### src/rtl/vga_pkg.sv
// ----------------------------------------------------------------------------
// vga_pkg
// Shared definitions for the VGA debug mirror path: row/word geometry of the
// mirror RAM and the fetch sequencer state type. The geometry constants are
// also consumed by vga_ram and the text/glyph renderer.
// ----------------------------------------------------------------------------
package vga_pkg;

    localparam int VGA_NUM_ROWS = 46;
    localparam int VGA_ADDR_W   = 6;
    localparam int VGA_WORD_W   = 128;

    typedef enum logic [1:0] {
        IDLE  = 2'd0,
        FETCH = 2'd1,
        DRAIN = 2'd2
    } seq_state_e;

endpackage

### src/rtl/vga_row_fifo.sv
// ----------------------------------------------------------------------------
// vga_row_fifo
// Small synchronous FIFO holding tagged row words between the RAM fetch and
// the renderer. Storage is plain registers; only pointers and count are reset.
//
// Ports:
//   clk, rst_n  clock, asynchronous active-low reset
//   push        write wdata (ignored when full unless a pop happens too)
//   pop         drop head entry (ignored when empty)
//   flush       discard all entries; wins over push/pop
//   wdata       entry to write
//   head        oldest entry (undefined contents when empty)
//   count       number of stored entries
//   full/empty  occupancy flags
// ----------------------------------------------------------------------------
module vga_row_fifo #(
    parameter int WIDTH = 134,
    parameter int DEPTH = 2,
    localparam int PTR_W = $clog2(DEPTH),
    localparam int CNT_W = PTR_W + 1
) (
    input  logic             clk,
    input  logic             rst_n,
    input  logic             push,
    input  logic             pop,
    input  logic             flush,
    input  logic [WIDTH-1:0] wdata,
    output logic [WIDTH-1:0] head,
    output logic [CNT_W-1:0] count,
    output logic             full,
    output logic             empty
);

    logic [WIDTH-1:0] mem [DEPTH];
    logic [PTR_W-1:0] rd_ptr;
    logic [PTR_W-1:0] wr_ptr;
    logic             pop_ok;
    logic             push_ok;

    assign empty = (count == '0);
    assign full  = (count == CNT_W'(DEPTH));

    // A push into a full FIFO is fine when the head leaves in the same cycle:
    // the write lands in the slot being vacated.
    assign pop_ok  = pop & ~empty;
    assign push_ok = push & (~full | pop_ok);

    assign head = mem[rd_ptr];

    always_ff @(posedge clk or negedge rst_n) begin
        if (!rst_n) begin
            rd_ptr <= '0;
            wr_ptr <= '0;
            count  <= '0;
        end else if (flush) begin
            rd_ptr <= '0;
            wr_ptr <= '0;
            count  <= '0;
        end else begin
            if (push_ok) wr_ptr <= wr_ptr + PTR_W'(1);
            if (pop_ok)  rd_ptr <= rd_ptr + PTR_W'(1);
            case ({push_ok, pop_ok})
                2'b10:   count <= count + CNT_W'(1);
                2'b01:   count <= count - CNT_W'(1);
                default: count <= count;
            endcase
        end
    end

    always_ff @(posedge clk) begin
        if (push_ok && !flush) mem[wr_ptr] <= wdata;
    end

endmodule

### src/rtl/vga_ram_sequencer.sv
// ----------------------------------------------------------------------------
// vga_ram_sequencer
// Walks the VGA debug mirror RAM rows 0..NUM_ROWS-1 once per frame, tags each
// combinational read word with its row number and hands it to the renderer
// through a small FIFO with a valid/ready handshake.
//
// Ports:
//   clk, rst_n     clock, asynchronous active-low reset
//   frame_start    pulse from VGA timing; starts (or restarts) a frame fetch
//   read_address   mirror RAM read address
//   ram_out        mirror RAM read data, combinational from read_address
//   row_data       head-of-FIFO word (0 while empty)
//   row_index      row number of row_data (0 while empty)
//   row_valid      FIFO non-empty
//   row_ready      renderer accepts the head when row_valid is high
//   busy           fetch or drain in progress
//   frame_done     one-cycle pulse after the final row of a frame is popped
//   overrun_count  saturating count of frame_start pulses seen while busy
// ----------------------------------------------------------------------------
module vga_ram_sequencer
    import vga_pkg::*;
#(
    parameter int NUM_ROWS   = VGA_NUM_ROWS,
    parameter int ADDR_W     = VGA_ADDR_W,
    parameter int DATA_W     = VGA_WORD_W,
    parameter int FIFO_DEPTH = 2
) (
    input  logic              clk,
    input  logic              rst_n,
    input  logic              frame_start,
    output logic [ADDR_W-1:0] read_address,
    input  logic [DATA_W-1:0] ram_out,
    output logic [DATA_W-1:0] row_data,
    output logic [ADDR_W-1:0] row_index,
    output logic              row_valid,
    input  logic              row_ready,
    output logic              busy,
    output logic              frame_done,
    output logic [7:0]        overrun_count
);

    localparam int CNT_W = $clog2(FIFO_DEPTH) + 1;
    localparam logic [ADDR_W-1:0] LAST_ROW = ADDR_W'(NUM_ROWS - 1);

    seq_state_e state, state_next;
    logic [ADDR_W-1:0] addr_next;
    logic              done_next;
    logic              push;
    logic              flush;
    logic              pop;

    logic [ADDR_W+DATA_W-1:0] fifo_head;
    logic [CNT_W-1:0]         fifo_count;
    logic                     fifo_full;
    logic                     fifo_empty;

    vga_row_fifo #(
        .WIDTH (ADDR_W + DATA_W),
        .DEPTH (FIFO_DEPTH)
    ) u_fifo (
        .clk   (clk),
        .rst_n (rst_n),
        .push  (push),
        .pop   (pop),
        .flush (flush),
        .wdata ({read_address, ram_out}),
        .head  (fifo_head),
        .count (fifo_count),
        .full  (fifo_full),
        .empty (fifo_empty)
    );

    assign row_valid = ~fifo_empty;
    assign pop       = row_valid & row_ready;
    assign busy      = (state != IDLE);

    // Mask the head while empty so the outputs read as zero out of reset,
    // without having to reset the FIFO storage itself.
    assign {row_index, row_data} = fifo_empty ? '0 : fifo_head;

    always_comb begin
        state_next = state;
        addr_next  = read_address;
        done_next  = 1'b0;
        push       = 1'b0;
        flush      = 1'b0;
        case (state)
            IDLE: begin
                addr_next = '0;
                if (frame_start) state_next = FETCH;
            end
            FETCH: begin
                if (frame_start) begin
                    flush     = 1'b1;
                    addr_next = '0;
                end else if (!fifo_full || pop) begin
                    push = 1'b1;
                    if (read_address == LAST_ROW) begin
                        state_next = DRAIN;
                        addr_next  = '0;
                    end else begin
                        addr_next = read_address + 1'b1;
                    end
                end
            end
            DRAIN: begin
                addr_next = '0;
                if (frame_start) begin
                    // Restart wins over completion, even on the final pop.
                    flush      = 1'b1;
                    state_next = FETCH;
                end else if (pop && fifo_count == CNT_W'(1)) begin
                    done_next  = 1'b1;
                    state_next = IDLE;
                end
            end
            default: begin
                state_next = IDLE;
                addr_next  = '0;
            end
        endcase
    end

    always_ff @(posedge clk or negedge rst_n) begin
        if (!rst_n) begin
            state         <= IDLE;
            read_address  <= '0;
            frame_done    <= 1'b0;
            overrun_count <= 8'd0;
        end else begin
            state        <= state_next;
            read_address <= addr_next;
            frame_done   <= done_next;
            if (frame_start && busy && overrun_count != 8'hFF)
                overrun_count <= overrun_count + 8'd1;
        end
    end

endmodule

### config.mk
export PLATFORM = sky130hd
export DESIGN_NAME = vga_ram_sequencer
export DESIGN_NICKNAME = d
export VERILOG_FILES = /design/src/rtl/vga_pkg.sv /design/src/rtl/vga_row_fifo.sv /design/src/rtl/vga_ram_sequencer.sv
export SDC_FILE = /design/constraint.sdc
export NUM_CORES = 1
export LEC_CHECK = 0
export ABC_CLOCK_PERIOD_IN_PS = 16190
export CAP_MARGIN = 5
export CORE_ASPECT_RATIO = 0.5
export CORE_MARGIN = 5
export CORE_UTILIZATION = 50
export CTS_CLUSTER_SIZE = 12
export DETAILED_ROUTE_END_ITERATION = 6
export PLACE_DENSITY = 0.81
export SYNTH_ARGS = -nofsm -noshare
export SYNTH_HDL_FRONTEND = slang
export SYNTH_HIERARCHICAL = 1
export SYNTH_SLANG_ARGS = --single-unit
### constraint.sdc
create_clock -name clk -period 16.19 [get_ports clk]
set_input_delay 3.238 -clock clk [delete_from_list [all_inputs] [get_ports clk]]
set_output_delay 3.238 -clock clk [all_outputs]
set_load 0.05 [all_outputs]
==> results.toml, run 1 <==
[worst_setup_path]
crit_path_start_kind = "register"
crit_path_top_delay_cell = "dfrtp_4"
criticalPathCategory = "register to output pin"
cp-end-kind = "output pin"
reg2reg_slack_ns = 12.46
r2r_cells = 8
cpPeakStageDelay_ns = 1.10
r2r_start = "state[1]$_DFFE_PN0P_"
path_buf_inv = 2
cp.required_ns = 12.95
startpoint = "u_fifo/rd_ptr$_DFFE_PN0P_"
crit_family = "buffers and inverters"
arrival_ns = 4.00
path_max_fanout = 73
r2r-end = "u_fifo/mem[0][62]$_DFFE_PP_"
path_cells = "buf_4, mux2_4, nor2b_1, clkdlybuf4s50_1"

[yosys]
synthesis.nets = 829
yosysWarnings = 6
postSynthRegisterBits = 289
synth.avg_cell_area_um2 = 17.4
ys.flop_type = "edfxtp_1"
synthArstFlopShare_pct = 7.27
netlist_area_mm2 = 0.0120
synth_edf_count = 268
synth.distinct_cells = 42
yosys-top-cells-area = "edfxtp_1 (67%), mux2_2 (8.1%), nor2b_1 (7.1%)"
synth.most_common_cell = "edfxtp_1"
synthTopCellsByCount = "edfxtp_1 (268), nor2b_1 (136), mux2_2 (86), mux2_4 (50), dfrtp_1 (21)"
synth_top_area_share_pct = 67.2
syn-instance-count = 690
synth_top_area_cell = "edfxtp_1"
yosysSeqAreaShare_pct = 71.6

[final_layout]
diodes = 0
instances_no_fill = 1303
layout-drive-gt1-share_pct = 18.6
post-route-util_pct = 66.7
final_area_mm2 = 0.0159
layout.nets = 1115
area_delta_synth_final_pct = 32.4

[cts]
cts_tree = "done"
h-tree-depth = 1
post_cts_buffers = 0
cts_buffers = 28
clock_sinks = 289
clock_latency_ns = 0.53
clock_path_buffers = 3
cts_resized = 0
root_buffer = "clkbuf_16"
cts_hold_buf = 0
clk_pin_slew_ns = 0.06

[global_route]
grt_start_max_net_pins = 74
grt_pass1_vias = 7008
grt_pass1_wl_um = 39900
antenna_found_initial = 0
grt.total_usage_pct = 18.4
overflow = 0

[timing]
slew_headroom_pct = 28.0
rsz0062_at_grt = "false"
finalSetupTns_ns = 0
hold_viol = 0
slew_violations = 0
setup_ws_ns = 8.95
fmax_ghz = 0.138
hold_slack_ns = 0.502
setup_viol = 0
fin_crit_sh_pct = 44.7
fin_crit_ns = 7.24
worst_pin_slew_ns = 1.08
fin_worst_skew_ns = 0.0107

[floorplanning]
fp.dieH_um = 119
start_util_pct = 50.4
io_pins = 283
die_w_um = 229
core_mm2 = 0.0238
num_rows = 40
design.die.area_mm2 = 0.0273

[placement]
place_area_mm2 = 0.0151
port_buffers = 282
dp_slack_ns = 9.36
place_congestion = 0.770
dp.cells = 1261
hpwl_um = 17000

[power]
powerDensity_mw_per_mm2 = 186
leakagePower_nw = 5.42
irDropWorstVdd_uv = 105
power_mw = 2.95

[routing]
drc = 0
firstDrtPassIters = 5
ant_nets = 0
postRouteWirelength_um = 26000
wl_per_cell_um = 19.9
first_iter_violations = 478
num_vias = 6667
via_per_inst = 5.12

[status]
outcome = "finished, final reports clean"

[worst_hold_path]
hold_path_class = "register to register"
hold_start = "overrun_count[6]$_DFFE_PN0P_"
hold_depth = 1
hold_end = "overrun_count[6]$_DFFE_PN0P_"

[job]
cap_violations = 0
## area by class of cell
cell class	count	area, µm²
Timing Repair Buffer	289	2880
Fill cell	1618	7920
Inverter	9	33.8
Tap cell	315	394
Clock buffer	39	773
Clock inverter	3	12.5
Multi-Input combinational cell	359	3190
Sequential cell	289	8580
## where the power goes
| part | total, mW | internal [mW] | switching, mW | leakage, nW |
|---|---|---|---|---|
| Combinational | 1.36 | 0.511 | 0.852 | 2.32 |
| Clock | 0.576 | 0.327 | 0.249 | 0.382 |
| Sequential | 1.02 | 0.945 | 0.0700 | 2.72 |
| Total | 2.95 | 1.78 | 1.17 | 5.42 |
## worst max-delay path by stage
stage                                        end  slack (ns)  cells past startpoint
floorplan             u_fifo/mem[1][0]$_DFFE_PP_        1.62                      6
global placement     u_fifo/mem[1][57]$_DFFE_PP_        9.38                      7
detailed placement  u_fifo/mem[0][130]$_DFFE_PP_        9.36                      7
CTS                                 row_data[58]        8.90                      4
global route                        row_data[58]        8.73                      4
finish                              row_data[58]        8.95                      4
## flip-flops by register name, indices dropped and copies added, names as in the netlist
name / count
u_fifo/count: 2
overrun_count: 8
u_fifo/wr_ptr: 1
state: 2
u_fifo/rd_ptr: 1
u_fifo/mem: 268
frame_done: 1
read_address: 6
## layout by cell type (no fill, tap or decap), drive strengths merged, types with 2 or more instances in the layout
cell type,netlist,final
clkdlybuf4s50,0,282
nand3,5,5
nand2b,4,4
o21ai,2,2
ha,7,7
a211oi,4,4
buf,18,7
o311ai,2,2
xor2,7,7
nor3,6,6
nor3b,2,2
edfxtp,268,268
nor2b,136,136
nor2,10,10
dfrtp,21,21
and2,2,2
clkinv,0,3
inv,9,9
mux2,136,136
a41oi,2,2
or3,3,3
and3,2,2
nand2,10,10
clkbuf,15,39
a21oi,8,8
o211ai,2,2
## kinds of logic after synthesis
kind of cell	synth area share (%)
XOR/XNOR	0.585
AO/OA/AOI/OAI	1.45
buffers and inverters	1.93
multiplexers	14.4
flip-flops	71.6
AND/OR/NAND/NOR	9.29
adder cells (fa/ha/maj)	0.731
## metal layers
layer,vias up,global-route usage [%],share of wire (%)
met5,-,0,0
met4,0,4.43,2.3
met3,44,3.84,4.0
met2,151,35.7,56
met1,3362,20.9,38
li1,3110,-,-
## worst reg2reg max path, stage by stage (launching register included)
cell      delay [ns]
dfrtp_1         0.41
inv_1           0.11
ha_1            0.25
nand2b_1        0.20
nor2_1          0.34
o21ai_2         0.15
nor3_2          0.13
buf_4           0.74
buf_4           0.93
Power figures use the tool's default switching activity.
==> run 2, diff against run 1 <==
--- a/config.mk
+++ b/config.mk
@@ -5,7 +5,7 @@
 export SDC_FILE = /design/constraint.sdc
 export NUM_CORES = 1
 export LEC_CHECK = 0
-export ABC_CLOCK_PERIOD_IN_PS = 16190
+export ABC_CLOCK_PERIOD_IN_PS = 6800
 export CAP_MARGIN = 5
 export CORE_ASPECT_RATIO = 0.5
 export CORE_MARGIN = 5
==> constraint.sdc (replaced) <==
create_clock -name clk -period 6.8 [get_ports clk]
set_input_delay 1.36 -clock clk [delete_from_list [all_inputs] [get_ports clk]]
set_output_delay 1.36 -clock clk [all_outputs]
set_load 0.05 [all_outputs]
==> run 2 against run 1 <==
  * Setup slack worse by 6.8 ns
  * Register-to-register slack lost 8.9 ns
  * Sequential power is 130% higher
  * Clock skew hardly changed
  * Routed wire length rose by 1.5%
  * Total power increased by 140%
  * Clock-buffer cell count did not move
  * Hold slack improved by 0.0094 ns
  * Clock power is 140% higher
  * Die area unchanged
  * First-iteration DRC count fell by 6.5%
  * Critical path type unchanged
  * Largest cell class unchanged
  * Largest power group unchanged
==> results.toml, run 2 (synthesis gave the netlist of run 1 again) <==
[worst_setup_path]
path_cells = "buf_12, mux2_2, nor2b_1, clkdlybuf4s50_1"
criticalPathCategory = "register to output pin"
crit_path_start_kind = "register"
arrival_ns = 3.33
crit_family = "buffers and inverters"
cp-end-kind = "output pin"
path_buf_inv = 2
cpPeakStageDelay_ns = 0.83
path_max_fanout = 97
cp.required_ns = 5.44
crit_path_top_delay_cell = "dfrtp_4"

[timing]
fin_crit_ns = 4.69
setup_viol = 0
rsz0062_at_grt = "false"
slew_headroom_pct = 35.3
fmax_ghz = 0.213
fin_worst_skew_ns = 0.0111
worst_pin_slew_ns = 0.970
fin_crit_sh_pct = 68.9
setup_ws_ns = 2.11
finalSetupTns_ns = 0
hold_viol = 0
slew_violations = 0

[floorplanning]
num_rows = 40
design.die.area_mm2 = 0.0273
start_util_pct = 50.4
core_mm2 = 0.0238
die_w_um = 229
io_pins = 283
fp.dieH_um = 119

[final_layout]
layout-drive-gt1-share_pct = 18.5
largest_register_ffs = 268
layout.nets = 1113
final_cell_mix = "clkdlybuf4s50_1 (282), edfxtp_1 (268), nor2b_1 (136), mux2_2 (86), mux2_4 (50)"
final_common_cell = "clkdlybuf4s50_1"
largest_registers = "u_fifo/mem x268, overrun_count x8, read_address x6"
nFillCells = 1620
largest-register = "u_fifo/mem"
diodes = 0
area_delta_synth_final_pct = 32.6
post-route-util_pct = 66.8

[global_route]
grt.total_usage_pct = 18.6
grt_pass1_wl_um = 40600
overflow = 0
grt_pass1_vias = 7209
antenna_found_initial = 0
grt_start_max_net_pins = 135

[placement]
hpwl_um = 17300
port_buffers = 282
place_congestion = 0.807
dp_slack_ns = 2.66

[cts]
cts_resized = 0
h-tree-depth = 1
clock_sinks = 289
post_cts_buffers = 0
cts_hold_buf = 0
root_buffer = "clkbuf_16"
clk_pin_slew_ns = 0.06
cts_tree = "done"
cts_buffers = 28
clock_latency_ns = 0.53
clock_path_buffers = 3

[power]
power.switching_mw = 2.80
leakagePower_nw = 5.41
irDropWorstVdd_uv = 302
p_int_mw = 4.24
pwr-share-clk_pct = 19.4
powerDensity_mw_per_mm2 = 443
swShare_pct = 39.8
seqPwrFrac_pct = 33.9
combPwrFrac_pct = 46.7

[worst_hold_path]
hold_path_class = "register to register"

[status]
outcome = "finished, final reports clean"

[routing]
drc = 0
first_iter_violations = 447
num_vias = 6713
wl_per_cell_um = 20.3
postRouteWirelength_um = 26400
via_per_inst = 5.16
firstDrtPassIters = 4
ant_nets = 0

[job]
cap_violations = 0
-- run 2: worst register-to-register path, stage by stage (launching register included) --
cell and delay [ns]:
dfrtp_1 0.48, nor2_4 0.06, buf_4 0.35, nand2b_4 0.30, and2_4 0.19, nor2_1 0.30
o21ai_2 0.18, nor3b_4 0.25, buf_12 0.58
-- run 2: worst paths after layout --
| kind | startpoint | end | slack, ns | depth (start not counted) |
|---|---|---|---|---|
| max | u_fifo/rd_ptr$_DFFE_PN0P_ | row_data[12] | 2.11 | 4 |
| min | overrun_count[6]$_DFFE_PN0P_ | overrun_count[6]$_DFFE_PN0P_ | 0.51 | 1 |
| max reg2reg | u_fifo/count[1]$_DFFE_PN0P_ | u_fifo/mem[1][73]$_DFFE_PP_ | 3.61 | 8 |
| min reg2reg | overrun_count[6]$_DFFE_PN0P_ | overrun_count[6]$_DFFE_PN0P_ | 0.51 | 1 |
| max in group asynchronous | rst_n | u_fifo/rd_ptr$_DFFE_PN0P_ | 4.74 | 1 |
| min in group asynchronous | rst_n | overrun_count[4]$_DFFE_PN0P_ | 1.36 | 1 |
-- run 2: power groups by stage --
stage / registers, mW / logic (mW) / clock network, mW
final: 2.39 / 3.29 / 1.37
after global routing: 2.41 / 3.42 / 1.49
after CTS: 2.39 / 3.32 / 1.41
after detailed placement: 2.42 / 3.30 / 0
after global placement: 2.41 / 3.27 / 0
after floorplan: 2.44 / 2.28 / 0
-- run 2: cell type report --
type                       count  area, µm²  area share, %
inverter                       9       33.8          0.213
tap                          315        394           2.48
multi-input combinational    359       3200           20.2
clock buffer                  39        763           4.81
clock inverter                 2       13.8         0.0867
timing repair buffer         287       2900           18.2
sequential                   289       8580           54.0
-- run 2: layer usage --
| metal | wire length, µm | track usage, % |
|---|---|---|
| met2 | 14600 | 35.7 |
| met1 | 9850 | 21.3 |
| met5 | 0 | 0 |
| met4 | 920 | 6.04 |
| met3 | 1030 | 3.24 |
-- run 2: stage by stage --
step / hold slack [ns] / cell area [µm²] / instances / total power, mW
2_1_floorplan: 0.510 / 12000 / 690 / 4.72
3_3_place_gp: 0.484 / 15100 / 1259 / 5.68
3_5_place_dp: 0.499 / 15100 / 1259 / 5.72
4_1_cts: 0.510 / 15900 / 1300 / 7.11
5_1_grt: 0.539 / 15900 / 1300 / 7.33
6_report: 0.511 / 15900 / 1300 / 7.04
==> run 3, diff against run 2 <==
--- a/config.mk
+++ b/config.mk
@@ -5,7 +5,7 @@
 export SDC_FILE = /design/constraint.sdc
 export NUM_CORES = 1
 export LEC_CHECK = 0
-export ABC_CLOCK_PERIOD_IN_PS = 6800
+export ABC_CLOCK_PERIOD_IN_PS = 4600
 export CAP_MARGIN = 5
 export CORE_ASPECT_RATIO = 0.5
 export CORE_MARGIN = 5
==> constraint.sdc (replaced) <==
create_clock -name clk -period 4.6 [get_ports clk]
set_input_delay 0.92 -clock clk [delete_from_list [all_inputs] [get_ports clk]]
set_output_delay 0.92 -clock clk [all_outputs]
set_load 0.05 [all_outputs]
==> run 3 against run 2 <==
  * Register-to-register slack lost 1.9 ns
  * Via count shrank 0.51%
  * Clock skew is essentially flat
  * Cell count grew 1.1%
  * Critical endpoint is now row_data[35]
  * Sequential cell count is the same
  * Global-route usage shrank 0.096 points
  * Hold slack lost 0.020 ns
  * Largest power group unchanged
  * Sequential power grew 47%
  * Final area grew 1.3%
  * Non-clock buffer count grew 10
==> results.toml, run 3 (synthesis gave the netlist of run 1 again) <==
[floorplanning]
start_util_pct = 50.4
io_pins = 283
die_w_um = 229
fp.dieH_um = 119
design.die.area_mm2 = 0.0273
core_mm2 = 0.0238
num_rows = 40

[timing]
worst_pin_slew_ns = 0.934
fin_crit_ns = 3.89
slew_violations = 0
hold_viol = 0
slew_headroom_pct = 37.5
fin_worst_skew_ns = 0.0113
fin_crit_sh_pct = 84.6
fmax_ghz = 0.257
setup_viol = 0
hold_slack_ns = 0.491
rsz0062_at_grt = "false"

[final_layout]
layout.nets = 1123
largest-register = "u_fifo/mem"
final_common_cell = "clkdlybuf4s50_1"
largest_registers = "u_fifo/mem x268, overrun_count x8, read_address x6"
final_cell_mix = "clkdlybuf4s50_1 (282), edfxtp_1 (268), nor2b_1 (136), mux2_2 (86), mux2_4 (50)"
largest_register_ffs = 268
area_delta_synth_final_pct = 34.4
layout-drive-gt1-share_pct = 19.5
final_area_mm2 = 0.0161

[cts]
cts_hold_buf = 0
post_cts_buffers = 0
cts_resized = 0
cts_tree = "done"
clock_sinks = 289
clk_pin_slew_ns = 0.06
clock_path_buffers = 3
clock_latency_ns = 0.53
cts_buffers = 28
h-tree-depth = 1
root_buffer = "clkbuf_16"

[power]
pwr-share-clk_pct = 19.7
p_int_mw = 6.39
combPwrFrac_pct = 46.9
leakagePower_nw = 5.50
powerDensity_mw_per_mm2 = 655
seqPwrFrac_pct = 33.4
power.switching_mw = 4.16
irDropWorstVdd_uv = 376
swShare_pct = 39.4

[global_route]
grtUsageMet1_pct = 20.9
grt.met2_usage_pct = 35.5
grt_pass1_vias = 7168
overflow = 0
grt_start_max_net_pins = 73
grt_pass1_wl_um = 40100
grt_util_met3_pct = 3.57
top_usage_layer = "met2"
grt.total_usage_pct = 18.5
antenna_found_initial = 2

[placement]
place_congestion = 0.810
hpwl_um = 18100
port_buffers = 282
place_area_mm2 = 0.0153

[routing]
via_per_inst = 5.08
drc = 0
postRouteWirelength_um = 26100
firstDrtPassIters = 5
ant_nets = 0
wl_per_cell_um = 19.9
num_vias = 6679
first_iter_violations = 345

[worst_hold_path]
hold_path_class = "register to register"

[worst_setup_path]
cpPeakStageDelay_ns = 0.85
path_buf_inv = 2
crit_path_top_delay_cell = "dfrtp_4"
path_max_fanout = 35
crit_family = "buffers and inverters"
cp-end-kind = "output pin"
crit_path_start_kind = "register"
criticalPathCategory = "register to output pin"
path_cells = "buf_12, mux2_2, nor2b_1, clkdlybuf4s50_1"
arrival_ns = 2.97
cp.required_ns = 3.68

[status]
outcome = "finished, final reports clean"

[job]
cap_violations = 0
[run 3: final timing paths]
check / startpoint / endpoint / slack, ns / cells past startpoint
setup / recovery: u_fifo/rd_ptr$_DFFE_PN0P_ / row_data[35] / 0.71 / 4
hold / removal: overrun_count[7]$_DFFE_PN0P_ / overrun_count[7]$_DFFE_PN0P_ / 0.49 / 1
setup reg to reg: u_fifo/count[0]$_DFFE_PN0P_ / u_fifo/mem[1][74]$_DFFE_PP_ / 1.72 / 8
hold reg to reg: overrun_count[7]$_DFFE_PN0P_ / overrun_count[7]$_DFFE_PN0P_ / 0.49 / 1
max in group asynchronous: rst_n / u_fifo/rd_ptr$_DFFE_PN0P_ / 3.00 / 1
min in group asynchronous: rst_n / overrun_count[1]$_DFFE_PN0P_ / 0.92 / 1
[run 3: metrics by stage]
step | instances | power (mW) | util, % | worst slack (ns) | TNS, ns
after global routing | 1314 | 11.0 | 67.7 | 0.576 | 0
after detailed placement | 1269 | 8.55 | 64.3 | 1.21 | 0
after floorplan | 690 | 7.00 | - | -0.825 | -190.46
final | 1314 | 10.5 | 67.7 | 0.707 | 0
after global placement | 1269 | 8.49 | 64.3 | 1.25 | 0
after CTS | 1312 | 10.7 | 67.7 | 0.660 | 0
[run 3: worst reg2reg max path, stage by stage, from the launching register on]
cell and delay (ns):
dfrtp_1 0.47, nor2_4 0.06, buf_4 0.32, nand2b_4 0.26
and2_4 0.19, nor2_4 0.15, o21ai_4 0.11, nor3b_4 0.62
buf_12 0.35
[run 3: cell type report]
class	count	area [µm²]
inverter	9	33.8
timing repair buffer	297	3050
tap	315	394
antenna	2	5.00
fill	1599	7680
multi-input combinational	359	3230
clock buffer	43	810
sequential	289	8580
[run 3: power groups by stage]
stage / Combinational (mW) / Sequential [mW] / Clock, mW
finish: 4.95 / 3.52 / 2.07
CTS: 5.00 / 3.53 / 2.14
floorplan: 3.39 / 3.60 / 0
global route: 5.15 / 3.56 / 2.26
global placement: 4.94 / 3.55 / 0
detailed placement: 4.97 / 3.58 / 0
[run 3: layer usage]
layer  part of all wire (%)  vias up
met5                      0        -
met4                    3.4        0
met3                    3.3       54
met2                     55      124
met1                     38     3358
li1                       -     3143
